[src/rtl/brew_pkg.sv]
// brew_pkg: shared encodings for the brew sequencer slice.
// State codes, display stage codes, valve bit positions, recipe select
// codes and per-recipe step counts live here so the top and the recipe
// ROM agree on a single definition.
package brew_pkg;

  // Sequencer FSM state encoding
  localparam logic [1:0] ST_IDLE = 2'd0;
  localparam logic [1:0] ST_LOAD = 2'd1;
  localparam logic [1:0] ST_RUN  = 2'd2;
  localparam logic [1:0] ST_DONE = 2'd3;

  // Stage codes shown on the seven-segment display
  localparam logic [2:0] STG_IDLE      = 3'd0;
  localparam logic [2:0] STG_WATER     = 3'd1;
  localparam logic [2:0] STG_COFFEE    = 3'd2;
  localparam logic [2:0] STG_MILK      = 3'd3;
  localparam logic [2:0] STG_CHOCOLATE = 3'd4;
  localparam logic [2:0] STG_DONE      = 3'd5;

  // Valve enable bit positions
  localparam int VALVE_WATER     = 0;
  localparam int VALVE_COFFEE    = 1;
  localparam int VALVE_MILK      = 2;
  localparam int VALVE_CHOCOLATE = 3;

  // coffee_sel codes
  localparam logic [1:0] SEL_ESPRESSO  = 2'd0;
  localparam logic [1:0] SEL_AMERICANO = 2'd1;
  localparam logic [1:0] SEL_LATTE     = 2'd2;
  localparam logic [1:0] SEL_MOCHA     = 2'd3;

  // Number of steps in each recipe: {2,2,3,4}
  function automatic logic [2:0] recipe_len(input logic [1:0] sel);
    logic [2:0] len;
    case (sel)
      SEL_ESPRESSO:  len = 3'd2;
      SEL_AMERICANO: len = 3'd2;
      SEL_LATTE:     len = 3'd3;
      default:       len = 3'd4;
    endcase
    return len;
  endfunction

  // One-hot valve enable for an active stage; idle/done stages open nothing
  function automatic logic [3:0] stage_to_valve(input logic [2:0] stg);
    logic [3:0] v;
    v = 4'b0000;
    case (stg)
      STG_WATER:     v[VALVE_WATER]     = 1'b1;
      STG_COFFEE:    v[VALVE_COFFEE]    = 1'b1;
      STG_MILK:      v[VALVE_MILK]      = 1'b1;
      STG_CHOCOLATE: v[VALVE_CHOCOLATE] = 1'b1;
      default:       v = 4'b0000;
    endcase
    return v;
  endfunction

endpackage

[src/rtl/brew_recipe_rom.sv]
// brew_recipe_rom: combinational recipe table.
// Maps (recipe select, step index) to the stage shown/valve opened, the
// timer duration code for that stage, and whether it is the final step.
module brew_recipe_rom
  import brew_pkg::*;
(
  input  logic [1:0] i_sel,
  input  logic [1:0] i_step,
  output logic [2:0] o_stage,
  output logic [1:0] o_value,
  output logic       o_last
);

  // Recipe lookup; unused (sel, step) combinations fall back to idle/0
  always_comb begin
    o_stage = STG_IDLE;
    o_value = 2'd0;
    case ({i_sel, i_step})
      {SEL_ESPRESSO, 2'd0}:  begin o_stage = STG_WATER;     o_value = 2'd1; end
      {SEL_ESPRESSO, 2'd1}:  begin o_stage = STG_COFFEE;    o_value = 2'd2; end
      {SEL_AMERICANO, 2'd0}: begin o_stage = STG_WATER;     o_value = 2'd3; end
      {SEL_AMERICANO, 2'd1}: begin o_stage = STG_COFFEE;    o_value = 2'd2; end
      {SEL_LATTE, 2'd0}:     begin o_stage = STG_WATER;     o_value = 2'd1; end
      {SEL_LATTE, 2'd1}:     begin o_stage = STG_COFFEE;    o_value = 2'd2; end
      {SEL_LATTE, 2'd2}:     begin o_stage = STG_MILK;      o_value = 2'd3; end
      {SEL_MOCHA, 2'd0}:     begin o_stage = STG_WATER;     o_value = 2'd1; end
      {SEL_MOCHA, 2'd1}:     begin o_stage = STG_COFFEE;    o_value = 2'd2; end
      {SEL_MOCHA, 2'd2}:     begin o_stage = STG_CHOCOLATE; o_value = 2'd1; end
      {SEL_MOCHA, 2'd3}:     begin o_stage = STG_MILK;      o_value = 2'd2; end
      default:               begin o_stage = STG_IDLE;      o_value = 2'd0; end
    endcase
  end

  // Final step of the selected recipe
  assign o_last = ({1'b0, i_step} == (recipe_len(i_sel) - 3'd1));

endmodule

[src/rtl/brew_sequencer.sv]
// brew_sequencer: recipe controller between the front-panel buttons and the
// brew timer. Walks the selected recipe one stage at a time: LOAD pulses
// start_timer with the stage duration, RUN holds the valve until the timer
// expiry edge, DONE holds `done` for DONE_CYCLES cycles.
//
// Button and expiry edges are registered (prev + edge flop), so a rising
// input reaches start_timer two cycles later. An expiry edge that lands
// while in LOAD is dropped.
//
// Build option: define CANCEL_EN to enable btn_cancel (rising edge aborts
// LOAD/RUN/DONE back to IDLE). Without it btn_cancel is not used.
//
// Handshake: start_timer is a single-cycle pulse with value valid in the
// same cycle and held unchanged until the stage ends; the timer answers with
// a level on t_expired, of which only the rising edge is consumed.
//
// dbg_state exposes the FSM state for external checkers.
module brew_sequencer
  import brew_pkg::*;
#(
  parameter int DONE_CYCLES = 100_000_000,
  parameter int DONE_W      = 27            // needs 2**DONE_W > DONE_CYCLES
)(
  input  logic       clk_100MHz,
  input  logic       rst,
  input  logic       btn_start,
  input  logic       btn_cancel,
  input  logic [1:0] coffee_sel,
  input  logic       t_expired,
  output logic       start_timer,
  output logic [1:0] value,
  output logic [3:0] valve,
  output logic [2:0] stage,
  output logic       busy,
  output logic       done,
  output logic [1:0] dbg_state
);

  localparam logic [DONE_W-1:0] LP_DONE_MAX = DONE_W'(DONE_CYCLES - 1);

  logic [1:0]        r_state;
  logic [1:0]        r_sel;
  logic [1:0]        r_step;
  logic [DONE_W-1:0] r_done_cnt;
  logic              r_start_prev;
  logic              r_start_edge;
  logic              r_exp_prev;
  logic              r_exp_edge;

  logic [2:0]        w_rom_stage;
  logic [1:0]        w_rom_value;
  logic              w_rom_last;
  logic              w_active;
  logic              w_cancel;

  brew_recipe_rom u_rom (
    .i_sel   (r_sel),
    .i_step  (r_step),
    .o_stage (w_rom_stage),
    .o_value (w_rom_value),
    .o_last  (w_rom_last)
  );

  // Rising-edge detection for start and timer expiry (prev updated every cycle)
  always_ff @(posedge clk_100MHz or posedge rst) begin
    if (rst) begin
      r_start_prev <= 1'b0;
      r_start_edge <= 1'b0;
      r_exp_prev   <= 1'b0;
      r_exp_edge   <= 1'b0;
    end else begin
      r_start_prev <= btn_start;
      r_start_edge <= btn_start & ~r_start_prev;
      r_exp_prev   <= t_expired;
      r_exp_edge   <= t_expired & ~r_exp_prev;
    end
  end

`ifdef CANCEL_EN
  logic r_cancel_prev;
  logic r_cancel_edge;

  // Rising-edge detection for cancel
  always_ff @(posedge clk_100MHz or posedge rst) begin
    if (rst) begin
      r_cancel_prev <= 1'b0;
      r_cancel_edge <= 1'b0;
    end else begin
      r_cancel_prev <= btn_cancel;
      r_cancel_edge <= btn_cancel & ~r_cancel_prev;
    end
  end

  assign w_cancel = r_cancel_edge & (r_state != ST_IDLE);
`else
  logic w_unused_cancel;
  assign w_unused_cancel = btn_cancel;
  assign w_cancel        = 1'b0;
`endif

  // Recipe FSM: step through the table, wait for expiry edges, hold done
  always_ff @(posedge clk_100MHz or posedge rst) begin
    if (rst) begin
      r_state    <= ST_IDLE;
      r_sel      <= SEL_ESPRESSO;
      r_step     <= 2'd0;
      r_done_cnt <= '0;
    end else if (w_cancel) begin
      // cancel wins over a simultaneous expiry edge
      r_state    <= ST_IDLE;
      r_step     <= 2'd0;
      r_done_cnt <= '0;
    end else begin
      case (r_state)
        ST_IDLE: begin
          if (r_start_edge) begin
            r_sel   <= coffee_sel;
            r_step  <= 2'd0;
            r_state <= ST_LOAD;
          end
        end
        ST_LOAD: begin
          r_state <= ST_RUN;
        end
        ST_RUN: begin
          if (r_exp_edge) begin
            if (w_rom_last) begin
              r_state    <= ST_DONE;
              r_done_cnt <= '0;
            end else begin
              r_step  <= r_step + 2'd1;
              r_state <= ST_LOAD;
            end
          end
        end
        default: begin
          if (r_done_cnt == LP_DONE_MAX) begin
            r_state    <= ST_IDLE;
            r_done_cnt <= '0;
          end else begin
            r_done_cnt <= r_done_cnt + 1'b1;
          end
        end
      endcase
    end
  end

  // Moore outputs decoded from the state and the current table entry
  assign w_active    = (r_state == ST_LOAD) || (r_state == ST_RUN);
  assign start_timer = (r_state == ST_LOAD);
  assign value       = w_active ? w_rom_value : 2'd0;
  assign valve       = w_active ? stage_to_valve(w_rom_stage) : 4'b0000;
  assign stage       = w_active ? w_rom_stage :
                       ((r_state == ST_DONE) ? STG_DONE : STG_IDLE);
  assign busy        = w_active;
  assign done        = (r_state == ST_DONE);
  assign dbg_state   = r_state;

endmodule

[config.mk]
export PLATFORM = sky130hd
export DESIGN_NAME = brew_sequencer
export DESIGN_NICKNAME = d
export VERILOG_FILES = /design/src/rtl/brew_pkg.sv /design/src/rtl/brew_recipe_rom.sv /design/src/rtl/brew_sequencer.sv
export SDC_FILE = /design/constraint.sdc
export NUM_CORES = 1
export LEC_CHECK = 0
export CORE_UTILIZATION = 59
export CTS_BUF_LIST = sky130_fd_sc_hd__clkbuf_8
export DETAILED_ROUTE_END_ITERATION = 16
export HOLD_SLACK_MARGIN = 0.1
export PLACE_DENSITY = 0.8
export SETUP_SLACK_MARGIN = 0.4
export SYNTH_ARGS = -nofsm -noshare
export SYNTH_HDL_FRONTEND = slang
export SYNTH_HIERARCHICAL = 1
export SYNTH_SLANG_ARGS = --single-unit
[constraint.sdc]
create_clock -name clk_100MHz -period 3.8 [get_ports clk_100MHz]
set_input_delay 0.76 -clock clk_100MHz [delete_from_list [all_inputs] [get_ports clk_100MHz]]
set_output_delay 0.76 -clock clk_100MHz [all_outputs]
set_load 0.005 [all_outputs]
---- Word level (Yosys, flattened, before mapping) ----
Memory sizes are Yosys's and may differ from the RTL's.
Index checks and enable logic that the tools add are counted.
W data, S select, Z words.
storage, ports and cells
  word-level logic and storage cells ...... 65
  bits in read-only memories .............. 80
  memories ................................ 1
  input bits .............................. 7
  register bits ........................... 37
  output and inout port bits .............. 14
operators by class
  equal/unequal tests ..................... 15
  bitwise logic cells ..................... 5
  add/subtract/negate cells ............... 3
  reductions and logical operators ........ 11
  mux-type cells .......................... 22
memories
  memory            words  width  read ports  clocked after Yosys merged registers in  write ports  line                   source
  (name not given)  16     5      1           0                                        0            brew_recipe_rom.sv:18  case ({i_sel, i_step})
operator list
  operator                 count
  $mux W27                 3
  $pmux W27 S2             1
  $add A27 B1 Y27 const B  1
  $eq A27 B27 Y1 const B   1
  $mux W2                  8
  $eq A2 B2 Y1 const B     3
  $eq A3 B2 Y1 const B     2
  $mux W3                  2
  $ne A2 B2 Y1 const B     3
  $pmux W2 S3              1
  $pmux W3 S2              1
  $reduce_and A3 Y1        2
  $eq A2 B1 Y1 const B     2
  $logic_not A2 Y1         2
  $mux W1                  4
  $mux W4                  1
  $pmux W2 S2              1
  $reduce_and A4 Y1        1
  $reduce_bool A4 Y1       1
  $reduce_or A2 Y1         2
  $eq A2 B3 Y1             1
  $eq A3 B1 Y1 const B     1
  $eq A3 B3 Y1 const B     1
  $not A1 Y1               3
  7 further kinds          8

---- Logic depth before layout (Yosys ltp) ----
  depth after elaboration ................. 8
  mapped depth ............................ 12
  depth with buffers taken out ............ 9

---- Cells and area by module ----
Netlist, hierarchy kept.
by module, submodules not included
  module           times used  sequential area each (µm²)  area an instance (µm²)  cells an instance
  brew_sequencer   1           925.9                       2,048.2                 214
  brew_recipe_rom  1           0.0                         186.4                   21

---- Worst setup path after synthesis ----
No wires, ideal clock.
  kind .................................... register -> register
  start point ............................. register r_sel[1]
  end point ............................... register r_done_cnt[8]
  stages on the path, launching flop included .. 13
  required time ........................... 3.671 ns
  setup time .............................. 0.129 ns
  clock period less this slack ............ 2.843 ns
  path buffers ............................ 3
  path slack .............................. 0.957 ns
  data arrival time ....................... 2.714 ns
  path through ............................ dfrtp_1 > buf_4 > and2b_2 > ha_1 > xor2_1 > nor3_1 > nand2_1 > a21oi_1 > clkbuf_1 > clkbuf_1 > o21ai_0 > nand2_1 > o41ai_1
on the way
  word-level cells in the longest chain between the ends .. 7
  elaborated cells on any way between the ends .. 9
  classes of those cells .................. 1 x add/sub; 4 x eq/ne; 1 x mux; 3 x reduce/logical
ends and longest elaborated chain
  element                                           line                   source
  start: declaration                                brew_sequencer.sv:42   logic [1:0] r_sel;
  start signal: assignment                          brew_sequencer.sv:117  r_sel <= coffee_sel;
  $eq A2 B1 Y1 or $logic_not A2 Y1 (tied branches)  brew_pkg.sv:36         case (sel)
  $reduce_or A2 Y1 (no source line)                 n/a
  $pmux W3 S2 *                                     brew_pkg.sv:36
  $sub A3 B1 Y3 *                                   brew_recipe_rom.sv:35  assign o_last = ({1'b0, i_step} == (recipe_len(i_sel) - 3'd1));
  $eq A2 B3 Y1 *                                    brew_recipe_rom.sv:35
  named net w_rom_last                              brew_sequencer.sv:52   logic w_rom_last;
  $ne A2 B1 Y1 (no source line) *                   n/a
  $reduce_and A3 Y1 (no source line) *              n/a
  end signal: assignment                            brew_sequencer.sv:141  r_done_cnt <= r_done_cnt + 1'b1;
  end: declaration                                  brew_sequencer.sv:44   logic [DONE_W-1:0] r_done_cnt;
The timed path passes the listed nets; every way through them passes the cells marked *.
A chain may end at the register's enable or synchronous reset.

---- Worst setup path in the final report ----
  start point ............................. register r_step[1]
  end point ............................... output port valve[3]
on the way
  word-level cells in the longest chain between the ends .. 4
ends and longest elaborated chain
  element                   line                   source
  start: declaration        brew_sequencer.sv:43   logic [1:0] r_step;
  start signal: assignment  brew_sequencer.sv:131  r_step <= r_step + 2'd1;
  $mem_v2 Z16 W5            n/a
  named net w_rom_stage[0]  brew_sequencer.sv:50   logic [2:0] w_rom_stage;
  $eq A3 B3 Y1              brew_pkg.sv:49         case (stg)
  $mux W1                   brew_pkg.sv:49
  $mux W4                   brew_sequencer.sv:152  assign valve = w_active ? stage_to_valve(w_rom_stage) : 4'b0000;
  end: declaration          brew_sequencer.sv:32   output logic [3:0] valve,
The timed path passes the listed nets, and every way through them passes these cells.

==> impl_metrics.json <==
{
  "timing.setup.tns_ns": 0,
  "timing.critical_path.slowest_cell_delay_ns": 0.55,
  "power.switching_mw": 0.736,
  "grt_usage_pct": 24.5,
  "crit_chain": "inv_1 -> ha_1 -> mux2i_1 -> mux2_2 -> nor4bb_1 -> clkdlybuf4s50_1",
  "finalMaxSlewViolations": 0,
  "final_net_count": 274,
  "postSynth.topFlopCell": "sky130_fd_sc_hd__dfrtp_1",
  "power.share.sequential_pct": 30.1,
  "synth_edf_count": 0,
  "stdcell_area_um2": 2560,
  "die_x_um": 63.5,
  "cts_made_buffers": 5,
  "drt_wl_total_mm": 4.48,
  "slew_headroom_pct": 44.5,
  "die_height_um": 63.5,
  "die_area_um2": 4040,
  "layout-drive-gt1-share_pct": 10.1,
  "placed_cells": 296,
  "timing.critical_path.slowest_stage_cell": "sky130_fd_sc_hd__clkdlybuf4s50_1",
  "tritoncts_clock_tree": "yes",
  "combinational_power_share_pct": 55.4,
  "detailedRoute.firstIterationViolations": 129,
  "maxClockFrequency_mhz": 316,
  "critPathArrivalTime_ns": 2.40,
  "antenna_violations_before_repair": 0,
  "leading_cell_types_in_the_layout_fill_and_taps_excluded": "36 x sky130_fd_sc_hd__dfrtp_1, 19 x sky130_fd_sc_hd__nor2_1, 19 x sky130_fd_sc_hd__clkdlybuf4s50_1",
  "critical_path_launch_point_type": "flip-flop",
  "postSynthCellCount": 235,
  "swShare_pct": 40.7,
  "diodes": 0,
  "final_min_period_over_clock_period_pct": 83.3,
  "synth_seq_area_share_pct": 41.4,
  "report.final.hold_viol_count": 0,
  "min_path_type": "flip-flop to flip-flop",
  "final_estimated_routing_congestion_in_global_placement": 0.876,
  "worst_skew_pair.late_latency_ns": 0.29,
  "synthesis.area_um2": 2230,
  "initial_core_util_pct": 64.4,
  "ff_latch_count_synth": 37,
  "dpl_cell_area_um2": 2470,
  "routed_wire_length_per_instance_um": 14.7,
  "global_route_wire_length_before_repair_mm": 7.53,
  "clkTransAtPathRegs_ns": 0.07,
  "post_synth_and_or_nand_nor_area_fraction_pct": 25.1,
  "grt-busiest-layer": "met2",
  "grt-ovfl-total": 0,
  "p_int_mw": 1.07,
  "global_route.usage.met1_pct": 31.3,
  "cts_htree_levels": 2,
  "yosys.area_share.xor_xnor_pct": 5.49,
  "finClkSkew_ns": 0.0102,
  "synth.net_count": 252,
  "fp-row-count": 21,
  "port_buffers": 19,
  "power_density_nw_per_um2": 706,
  "cp_max_fo": 6,
  "synth.mux.area_fraction_pct": 3.58,
  "status": "completed",
  "worst_path_required_ns": 3.04,
  "number_of_buffers_inserted_by_hold_repair_at_cts": 0,
  "clock_tree.buffer_depth": 2,
  "remaining_drc_errors": 0,
  "vdd_ir_drop_max_uv": 559,
  "setup_repair_after_global_routing_missed_its_margin": "false",
  "critPathKind": "flip-flop to output pin",
  "detailroute.via_count": 1792,
  "flow.area_growth_from_synthesis_pct": 14.4,
  "critical_path.n_buffers_inverters": 2,
  "combinational_family_with_the_most_area_after_synthesis": "simple AND/OR/NAND/NOR gates",
  "finish.cell_count_without_fillers": 304,
  "cts_root_buffer": "sky130_fd_sc_hd__clkbuf_8",
  "drt-vias-per-instance": 5.89,
  "most_common_cell_after_layout_fill_and_taps_aside": "sky130_fd_sc_hd__dfrtp_1",
  "globalRouteMet3Util_pct": 5.98,
  "synth-compound-area-share_pct": 15.2,
  "dp.final_hpwl_mm": 3.13,
  "fill_cells": 258,
  "clkPwrFrac_pct": 14.5,
  "ant_nets": 0,
  "yosysUniqueCellTypes": 49,
  "synth-async-reset-ratio_pct": 100,
  "globalRouteMet2Util_pct": 39.8,
  "finalCriticalPeriod_ns": 3.16,
  "clock_sink_count": 37,
  "grt_max_degree": 38,
  "firstDrtPassIters": 5,
  "power.static_leakage_nw": 1.10,
  "max_slew.worst_pin.slew_ns": 0.830,
  "ys_warnings": 6,
  "top_level_port_count": 21,
  "setup_viol": 0,
  "worstSetupEndpointType": "output pin",
  "syn-mean-instance-area_um2": 9.51,
  "yosys.area_share.adder_pct": 5.60,
  "report.power.total_mw": 1.81,
  "drv.max_cap_violation_count": 0,
  "path_delay_family": "buffers and inverters",
  "grt_pass1_vias": 1654,
  "placeableCoreArea_um2": 3470
}
-- stage by stage --
stage          setup WS (ns)  hold WS (ns)  utilization [%]
3_5_place_dp           0.781         0.394             71.3
2_1_floorplan          0.957         0.378                -
4_1_cts                0.531         0.403             73.7
6_report               0.636         0.404             73.7
5_1_grt                0.475         0.424             73.7
3_3_place_gp           0.828         0.388             71.3
-- cell families after synthesis --
kind of cell	count (synthesis)
AOI/OAI and AO/OA	50
xor gates and xnor gates	14
adders and majority gates	10
buffers and inverters	20
DFF	37
muxes	6
and+or+nand+nor	98
-- cell usage after synthesis (all sizes together), types with 2 or more instances --
| library cell | instances | area share, % |
|---|---|---|
| inv | 13 | 2.2 |
| nand4 | 12 | 3.4 |
| clkbuf | 5 | 0.84 |
| ha | 10 | 5.6 |
| o21ai | 9 | 2.0 |
| nand2 | 17 | 2.9 |
| mux2i | 2 | 0.90 |
| a21oi | 13 | 2.9 |
| and2 | 7 | 2.0 |
| and4 | 4 | 1.6 |
| xor2 | 13 | 5.1 |
| a22o | 2 | 0.78 |
| a21o | 4 | 1.3 |
| nand3 | 10 | 2.2 |
| nor4bb | 2 | 0.90 |
| o22ai | 4 | 1.1 |
| or2 | 2 | 0.56 |
| nand3b | 2 | 0.67 |
| nand2b | 2 | 0.56 |
| mux2 | 3 | 1.5 |
| nor3 | 7 | 1.8 |
| and3 | 2 | 0.62 |
| nor2 | 20 | 3.5 |
| nor4b | 2 | 0.78 |
| or3 | 3 | 0.84 |
| buf | 2 | 0.56 |
| dfrtp | 37 | 41 |
| a31oi | 9 | 2.5 |
| nor2b | 2 | 0.56 |
-- registers in the layout, summed over array words and instances, names as in the netlist --
name	cells
dbg_state	2
r_done_cnt	27
r_exp_edge	1
r_exp_prev	1
r_sel	2
r_start_edge	1
r_start_prev	1
r_step	2
-- metal layers --
layer | up-vias | routed length (µm)
met2 | 27 | 2070
met1 | 857 | 2210
li1 | 900 | -
met3 | 8 | 132
met4 | 0 | 71
met5 | - | 0
-- power by group through the flow --
| stage | clock [mW] | sequential (mW) | combinational, mW |
|---|---|---|---|
| floorplan | 0 | 0.522 | 0.662 |
| global placement | 0 | 0.547 | 0.969 |
| detailed placement | 0 | 0.548 | 0.996 |
| CTS | 0.264 | 0.541 | 1.00 |
| global route | 0.280 | 0.554 | 1.10 |
| finish | 0.261 | 0.544 | 1.00 |
-- layout make-up --
class / instances / area (µm²) / share of cell area (%)
clock buffers: 5 / 68.8 / 2.69
clock inverters: 3 / 13.8 / 0.538
inverters: 13 / 48.8 / 1.91
multi-input cells: 178 / 1230 / 48.0
flip-flops and latches: 37 / 927 / 36.3
well taps: 46 / 57.6 / 2.25
repair buffers: 22 / 213 / 8.32
-- final timing paths --
path	endpoint	cells after the start	from	slack, ns
setup / recovery	valve[3]	6	r_step[1]$_DFFE_PP0P_	0.64
setup reg to reg	r_done_cnt[14]$_DFFE_PP0P_	10	r_sel[1]$_DFFE_PP0P_	0.77
min in group asynchronous	r_done_cnt[13]$_DFFE_PP0P_	3	rst	0.87
max in group asynchronous	r_step[0]$_DFFE_PP0P_	3	rst	2.59
hold reg to reg	r_exp_edge$_DFF_PP0_	1	r_exp_prev$_DFF_PP0_	0.40
hold / removal	r_exp_edge$_DFF_PP0_	1	r_exp_prev$_DFF_PP0_	0.40
-- what timing repair did --
item	4_1_cts	5_1_grt
resized for setup	0	1
setup endpoints to repair	0	2
buffers inserted	0	0
No activity file was read; power rests on OpenSTA's default activity.
